--- src/rtl/mem_port_arbiter.sv ---
// mem_port_arbiter
// Shares one single-port memory between instruction fetch (I) and load/store (D).
// Only one transaction is outstanding at a time. D wins by default. If fetch has been
// passed over MAX_D_STREAK times in a row while requesting, fetch wins the next issue.
//
// Ports
//   clk, rst_n          clock, asynchronous active-low reset
//   i_req_i/i_addr_i    fetch request and 4-byte aligned byte address
//   i_flush_i           kill the in-flight fetch; its response is discarded
//   i_rvalid_o/i_rdata_o  one-cycle fetch response, 32-bit lane picked by addr bit 2
//   i_stall_o           i_req_i && !i_rvalid_o
//   d_req_i/d_we_i/d_addr_i/d_wdata_i/d_wstrb_i  load/store request and payload
//   d_rvalid_o/d_rdata_o  one-cycle load data / store acknowledge
//   d_stall_o           d_req_i && !d_rvalid_o
//   mem_req_o/mem_we_o/mem_addr_o/mem_wdata_o/mem_wstrb_o  memory request side
//   mem_gnt_i           memory accepts the request this cycle
//   mem_rvalid_i/mem_rdata_i  memory response, at least one cycle after accept
module mem_port_arbiter #(
  parameter int unsigned XLEN         = 64,
  parameter int unsigned MAX_D_STREAK = 4
) (
  input  logic            clk,
  input  logic            rst_n,
  input  logic            i_req_i,
  input  logic [XLEN-1:0] i_addr_i,
  input  logic            i_flush_i,
  output logic            i_rvalid_o,
  output logic [31:0]     i_rdata_o,
  output logic            i_stall_o,
  input  logic            d_req_i,
  input  logic            d_we_i,
  input  logic [XLEN-1:0] d_addr_i,
  input  logic [XLEN-1:0] d_wdata_i,
  input  logic [7:0]      d_wstrb_i,
  output logic            d_rvalid_o,
  output logic [XLEN-1:0] d_rdata_o,
  output logic            d_stall_o,
  output logic            mem_req_o,
  output logic            mem_we_o,
  output logic [XLEN-1:0] mem_addr_o,
  output logic [XLEN-1:0] mem_wdata_o,
  output logic [7:0]      mem_wstrb_o,
  input  logic            mem_gnt_i,
  input  logic            mem_rvalid_i,
  input  logic [XLEN-1:0] mem_rdata_i
);

  localparam int unsigned StreakW = $clog2(MAX_D_STREAK + 1);

  typedef enum logic [2:0] {StIdle, StReqI, StReqD, StWaitI, StWaitD} state_e;

  state_e             state_q, state_d;
  logic [StreakW-1:0] streak_q, streak_d;
  logic               drop_q, drop_d;
  logic               addr2_q, addr2_d;
  logic [XLEN-1:0]    i_addr_q, i_addr_d;

  logic            streak_max;
  logic            pick_d, pick_i;
  logic            sel_i, sel_d;
  logic            i_acc, d_acc;
  logic [XLEN-1:0] fetch_addr;

  assign streak_max = (streak_q == StreakW'(MAX_D_STREAK));

  // Arbitration decision, only meaningful in StIdle.
  assign pick_d = d_req_i && !(i_req_i && streak_max);
  assign pick_i = !pick_d && i_req_i;

  // Which requester currently owns the memory request.
  assign sel_i = ((state_q == StIdle) && pick_i) || (state_q == StReqI);
  assign sel_d = ((state_q == StIdle) && pick_d) || (state_q == StReqD);

  // A flushed fetch stuck in StReqI must keep presenting its original address even if the
  // fetch unit has already dropped i_req_i and moved i_addr_i on.
  assign fetch_addr = (state_q == StReqI) ? i_addr_q : i_addr_i;

  assign i_acc = sel_i && mem_gnt_i;
  assign d_acc = sel_d && mem_gnt_i;

  // State register
  always_ff @(posedge clk or negedge rst_n) begin
    if (!rst_n) begin
      state_q <= StIdle;
    end else begin
      state_q <= state_d;
    end
  end

  // Next-state logic
  always_comb begin
    state_d = state_q;
    unique case (state_q)
      StIdle: begin
        if (pick_d) begin
          state_d = mem_gnt_i ? StWaitD : StReqD;
        end else if (pick_i) begin
          state_d = mem_gnt_i ? StWaitI : StReqI;
        end
      end
      StReqI:  if (mem_gnt_i) state_d = StWaitI;
      StReqD:  if (mem_gnt_i) state_d = StWaitD;
      StWaitI: if (mem_rvalid_i) state_d = StIdle;
      StWaitD: if (mem_rvalid_i) state_d = StIdle;
      default: state_d = StIdle;
    endcase
  end

  // Outputs
  always_comb begin
    mem_req_o   = 1'b0;
    mem_we_o    = 1'b0;
    mem_addr_o  = '0;
    mem_wdata_o = '0;
    mem_wstrb_o = '0;
    if (sel_i) begin
      mem_req_o  = 1'b1;
      mem_addr_o = fetch_addr;
    end else if (sel_d) begin
      mem_req_o   = 1'b1;
      mem_we_o    = d_we_i;
      mem_addr_o  = d_addr_i;
      mem_wdata_o = d_wdata_i;
      mem_wstrb_o = d_wstrb_i;
    end
    // A flush in the response cycle itself suppresses the pulse as well.
    i_rvalid_o = (state_q == StWaitI) && mem_rvalid_i && !drop_q && !i_flush_i;
    d_rvalid_o = (state_q == StWaitD) && mem_rvalid_i;
    i_rdata_o  = addr2_q ? mem_rdata_i[63:32] : mem_rdata_i[31:0];
    d_rdata_o  = mem_rdata_i;
    i_stall_o  = i_req_i && !i_rvalid_o;
    d_stall_o  = d_req_i && !d_rvalid_o;
  end

  // Streak counter, fetch lane select, drop flag, held fetch address
  always_comb begin
    streak_d = streak_q;
    if (i_acc) begin
      streak_d = '0;
    end else if (d_acc && i_req_i && !streak_max) begin
      streak_d = streak_q + StreakW'(1);
    end

    addr2_d = i_acc ? fetch_addr[2] : addr2_q;

    i_addr_d = (state_q == StIdle) ? i_addr_i : i_addr_q;

    drop_d = drop_q;
    if (i_flush_i && ((state_q == StReqI) || (state_q == StWaitI))) begin
      drop_d = 1'b1;
    end
    if (state_d == StIdle) begin
      drop_d = 1'b0;
    end
  end

  always_ff @(posedge clk or negedge rst_n) begin
    if (!rst_n) begin
      streak_q <= '0;
      addr2_q  <= 1'b0;
      i_addr_q <= '0;
      drop_q   <= 1'b0;
    end else begin
      streak_q <= streak_d;
      addr2_q  <= addr2_d;
      i_addr_q <= i_addr_d;
      drop_q   <= drop_d;
    end
  end

endmodule

--- config.mk ---
export PLATFORM = sky130hd
export DESIGN_NAME = mem_port_arbiter
export DESIGN_NICKNAME = d
export VERILOG_FILES = /design/src/rtl/mem_port_arbiter.sv
export SDC_FILE = /design/constraint.sdc
export NUM_CORES = 1
export LEC_CHECK = 0
export ABC_AREA = 1
export BUFFER_PORTS_ARGS = -buffer_cell sky130_fd_sc_hd__buf_2
export CAP_MARGIN = 20
export CORE_AREA = 2 2 199 201
export DETAILED_ROUTE_END_ITERATION = 7
export DIE_AREA = 0 0 201 203
export GPL_TIMING_DRIVEN = 0
export PLACE_DENSITY = 0.38
export SETUP_SLACK_MARGIN = 0.05
export SYNTH_ARGS = -nofsm -noshare
export SYNTH_HDL_FRONTEND = slang
export SYNTH_SLANG_ARGS = --single-unit
--- constraint.sdc ---
create_clock -name clk -period 4.6 [get_ports clk]
set_input_delay 0.92 -clock clk [delete_from_list [all_inputs] [get_ports clk]]
set_output_delay 0.92 -clock clk [all_outputs]
set_load 0.05 [all_outputs]
* After elaboration in Yosys (flattened, before gate mapping)
Index checks and enable logic that the tools add are counted.
Widths: inputs -> output; s select.
** Operators by class
- Equal/unequal tests :: 5
- Muxes and demuxes :: 24
- $add $sub $neg :: 1
- Reduce and logical (&&, ||, !) cells :: 31
** Operators with widths (number)
- $mux 64 :: 5
- $mux 32 :: 1
- $mux 3 :: 8
- $logic_and 1x1->1 :: 16
- $mux 8 :: 2
- $pmux 3 s4 :: 1
- $logic_not 1->1 :: 7
- $eq 3x2->1 const B :: 2
- $eq 3x3->1 const B :: 2
- $logic_not 3->1 :: 2
- $mux 1 :: 6
- $reduce_bool 2->1 :: 2
- $add 3x1->3 const B :: 1
- $eq 3x1->1 const B :: 1
- $logic_or 1x1->1 :: 3
- $mux 2 :: 1
- $reduce_or 2->1 :: 1
** Storage, ports and cells
- Word-level logic and storage cells :: 66
- Bits of input ports :: 272
- Output and inout port bits :: 238
- Flip-flop bits (word level) :: 72

* Logic depth before layout (Yosys ltp)
- Word-level depth :: 11
- Gate-level depth with buffers :: 11
- Mapped depth without buffers :: 10

* Least setup slack after synthesis
Ideal clock, no wire load.
- Path kind :: input-to-output
- Start :: input mem_rvalid_i
- End :: output d_stall_o
- Slack :: 0.544 ns
- Arrival :: 3.136 ns
- Path buffers :: 0
- Required time :: 3.680 ns
- Cell stages on the path :: 3
- Path through :: inv_1 nor4_1 nor2_1
** Between the ends
- Word-level cells in the longest chain between the ends :: 3
** Ends and longest elaborated chain
- from (decl) :: line 44 : input logic mem_rvalid_i,
- $logic_and 1x1->1 :: line 128 : d_rvalid_o = (state_q == StWaitD) && mem_rvalid_i;
- net d_rvalid_o :: line 35 : output logic d_rvalid_o,
- $logic_not 1->1 :: line 132 : d_stall_o = d_req_i && !d_rvalid_o;
- $logic_and 1x1->1 :: line 132
- to (decl) :: line 37 : output logic d_stall_o,
The timed path passes the listed nets, and every way through them passes these cells.

* Worst setup path after layout
- Start :: input i_req_i
- End :: output mem_addr_o[16]
** Between the ends
- Word-level cells in the longest chain between the ends :: 8
- Elaborated cells on any way between the ends :: 11
- Those cells by class :: mux (2); reduce/logical (9)
** Ends and longest elaborated chain
- from (decl) :: line 24 : input logic i_req_i,
- $logic_and 1x1->1 :: line 67 : assign pick_d = d_req_i && !(i_req_i && streak_max);
- $logic_not 1->1 :: line 67
- $logic_and 1x1->1 :: line 67
- $logic_not 1->1 :: line 68 : assign pick_i = !pick_d && i_req_i;
- $logic_and 1x1->1 :: line 68
- $logic_and 1x1->1 :: line 71 : assign sel_i = ((state_q == StIdle) && pick_i) || (state_q == StReqI);
- $logic_or 1x1->1 :: line 71
- $mux 64 (*) :: line 116 : if (sel_i) begin
- to (decl) :: line 40 : output logic [XLEN-1:0] mem_addr_o,
Mark *: on every way between the ends. The rest lies on a longest branch, timed or not.

==> flow_summary.ini <==
[place]
port-buffer-count = 509
pre_cts_slack_ns = 0.831
gp_congestion = 0.884
hpwl_um = 33500

[route]
drc = 0
wl_per_cell_um = 20.0
ant_nets = 0
viasPerCell = 3.97
wirelength_um = 38800
route.vias.total = 7720
dr.pass1.iters = 5
drtIter0Drc = 300

[synthesis]
synthMostInstantiatedCell = inv_1
syn-num-nets = 1173
synth-main-ff-cell = dfrtp_1
synth_top_area_frac = 0.307
syn_inst = 899
synth_area_leaders = dfrtp_1 (31%), a21oi_1 (11%), o21ai_0 (10%)
synthMuxAreaShare = 0.0613
synth_cell_types = 22
synthSimpleGateAreaFrac = 0.165
yosys.area_share.adder = 0.00426
synth_top_family_by_area = buffers and inverters
synth.avg_cell_area_um2 = 6.54
synth-edff-count = 0
mappedNetlistArea_um2 = 5880
synth-xor-area-share = 0.00149
synthArstFlopShare = 1.00
ys_ff_latch = 72
synth_seq_area_share = 0.307
ys_warn_count = 0
synth_compound_area_frac = 0.225
synth_top_cell_by_area = dfrtp_1
synth.top_cells.by_count = inv_1 (151), nand2_1 (148), a21oi_1 (131)

[grt]
grt_overflow = 0
grt_pass1_vias = 7792
antenna_found_initial = 15
grt_max_degree = 44
track_usage = 0.185
grt_pass1_wl_um = 55100

[worst_setup_path]
cp-end-kind = primary output
required_ns = 3.68
r2r_cells = 8
startpoint = i_req_i
timing.rr.end = i_addr_q[3]
r2r_setup_slack_ns = 2.74
startpoint_type = primary input
critPathCapture = mem_addr_o[16]
reg2reg_from = state_q[1]
arrival_ns = 2.77
path_class = in2out
worst-path-max-fanout = 10

[power]
powerDensity_nw_per_um2 = 866
ir_worst_vdd_uv = 396
leakage_nw = 5.67

[run]
max_cap_violations = 0

[timing]
tightest_slew_ns = 0.697
post-route-period-util = 0.803
fmax_ghz = 0.271
setup_viol = 0
fin_skew_ns = 0.0190
drv_slew = 0
timing.setup.tns_ns = 0
rsz0062_at_grt = no
maxSlewHeadroom = 0.536
worst_slack_ns = 0.906
fin_crit_ns = 3.69
hold_viol = 0

[clock_network]
cts.clk_slew.worst_paths_ns = 0.06
cts-root-buf = clkbuf_16
cts.sinks = 72
cts_tree = done
clk_latency_ns = 0.35
cts-hold-fix-buffers = 0
cts_buffers = 9
clockBufferDepth = 2
cts_resized = 0
cts_setup_buffers = 0
cts_max_level = 3

[finish]
area_growth_pct = 60.8
layout.nets = 1694
multi_input_area_um2 = 2690
final.fill_count = 4474
regArea_um2 = 1800
drive_above_1_share = 0.469

[floorplan]
fp.dieW_um = 201
die_h_um = 203
row_count = 72
floorplan.die_area_um2 = 40800
ios = 510
start_util = 0.153
core_area_um2 = 38500

[outcome]
status = finished clean

[hold_path]
min_path_type = reg2reg
[flip-flops by register name (all words and copies together) (netlist names)]
name      count
i_addr_q     64
drop_q        1
state_q       3
addr2_q       1
streak_q      3
[stage by stage]
step	utilization	instance area, um^2	total power [mW]	instances	hold WS [ns]
2_1_floorplan	-	5880	5.64	899	0.448
3_3_place_gp	0.236	9070	7.43	1926	0.463
3_5_place_dp	0.237	9100	7.45	1927	0.469
4_1_cts	0.246	9450	8.34	1943	0.486
5_1_grt	0.246	9450	8.75	1943	0.499
6_report	0.246	9450	8.19	1945	0.484
[logic make-up after synthesis]
logic type,after synthesis
simple gates,248
fa+ha+maj,2
buf+inv,280
flops,72
xor+xnor,1
compound gates,264
mux,32
[layer usage]
layer / global-route usage / up-vias / share of wire
li1: - / 3801 / -
met1: 0.234 / 3565 / 0.44
met2: 0.324 / 304 / 0.48
met3: 0.0363 / 46 / 0.057
met4: 0.0452 / 4 / 0.021
met5: 0 / - / 0.00067
[how the worst min path moves through the flow]
stage / start / to / cells after the start / slack (ns)
6_report: i_addr_q[4] / i_addr_q[4] / 2 / 0.48
5_1_grt: i_addr_q[26] / i_addr_q[26] / 2 / 0.50
4_1_cts: i_addr_q[9] / i_addr_q[9] / 2 / 0.49
3_5_place_dp: i_addr_q[9] / i_addr_q[9] / 2 / 0.47
3_3_place_gp: i_addr_q[9] / i_addr_q[9] / 2 / 0.46
2_1_floorplan: i_addr_q[0] / i_addr_q[0] / 2 / 0.45
[cell usage in the layout (no fill, tap or decap)]
cell type / n
a21oi_1: 131
buf_16: 1
buf_2: 537
buf_4: 71
buf_6: 5
bufinv_16: 3
clkbuf_1: 23
clkbuf_16: 9
clkinv_4: 1
clkinvlp_4: 1
dfrtp_1: 72
diode_2: 2
ha_1: 2
inv_1: 151
inv_2: 3
inv_6: 1
mux2_2: 32
nand2_1: 148
nand2_2: 2
nand3_1: 15
nor2_1: 79
nor2_2: 1
nor2_4: 1
nor3_1: 1
nor4_1: 1
o21ai_0: 119
o21ai_1: 13
o21bai_1: 1
xor2_1: 1
[final cells by class]
cell class | instances | share of cell area
inverters | 154 | 0.0612
multi-input cells | 547 | 0.284
plain buffers | 126 | 0.0857
repair buffers | 510 | 0.273
well taps | 518 | 0.0686
diodes | 2 | 0.000530
clock inverters | 6 | 0.0122
flip-flops and latches | 72 | 0.191
clock buffers | 10 | 0.0242
[power by group]
part	total (mW)	internal, mW	leakage [nW]	switching (mW)
sequential	1.11	0.952	0.888	0.158
clock	0.844	0.534	0.163	0.310
combinational	6.23	1.42	4.62	4.82
total	8.19	2.90	5.67	5.28
[critical path, cell delays in order]
cell     delay (ns)
buf_2          0.13
nand3_1        0.10
nand2_1        0.09
nand2_1        0.08
nand2_1        0.14
inv_1          0.10
buf_2          0.31
buf_2          0.32
a21oi_1        0.09
a21oi_1        0.18
buf_2          0.30
Note: power is estimated with default switching activity, not from simulation.
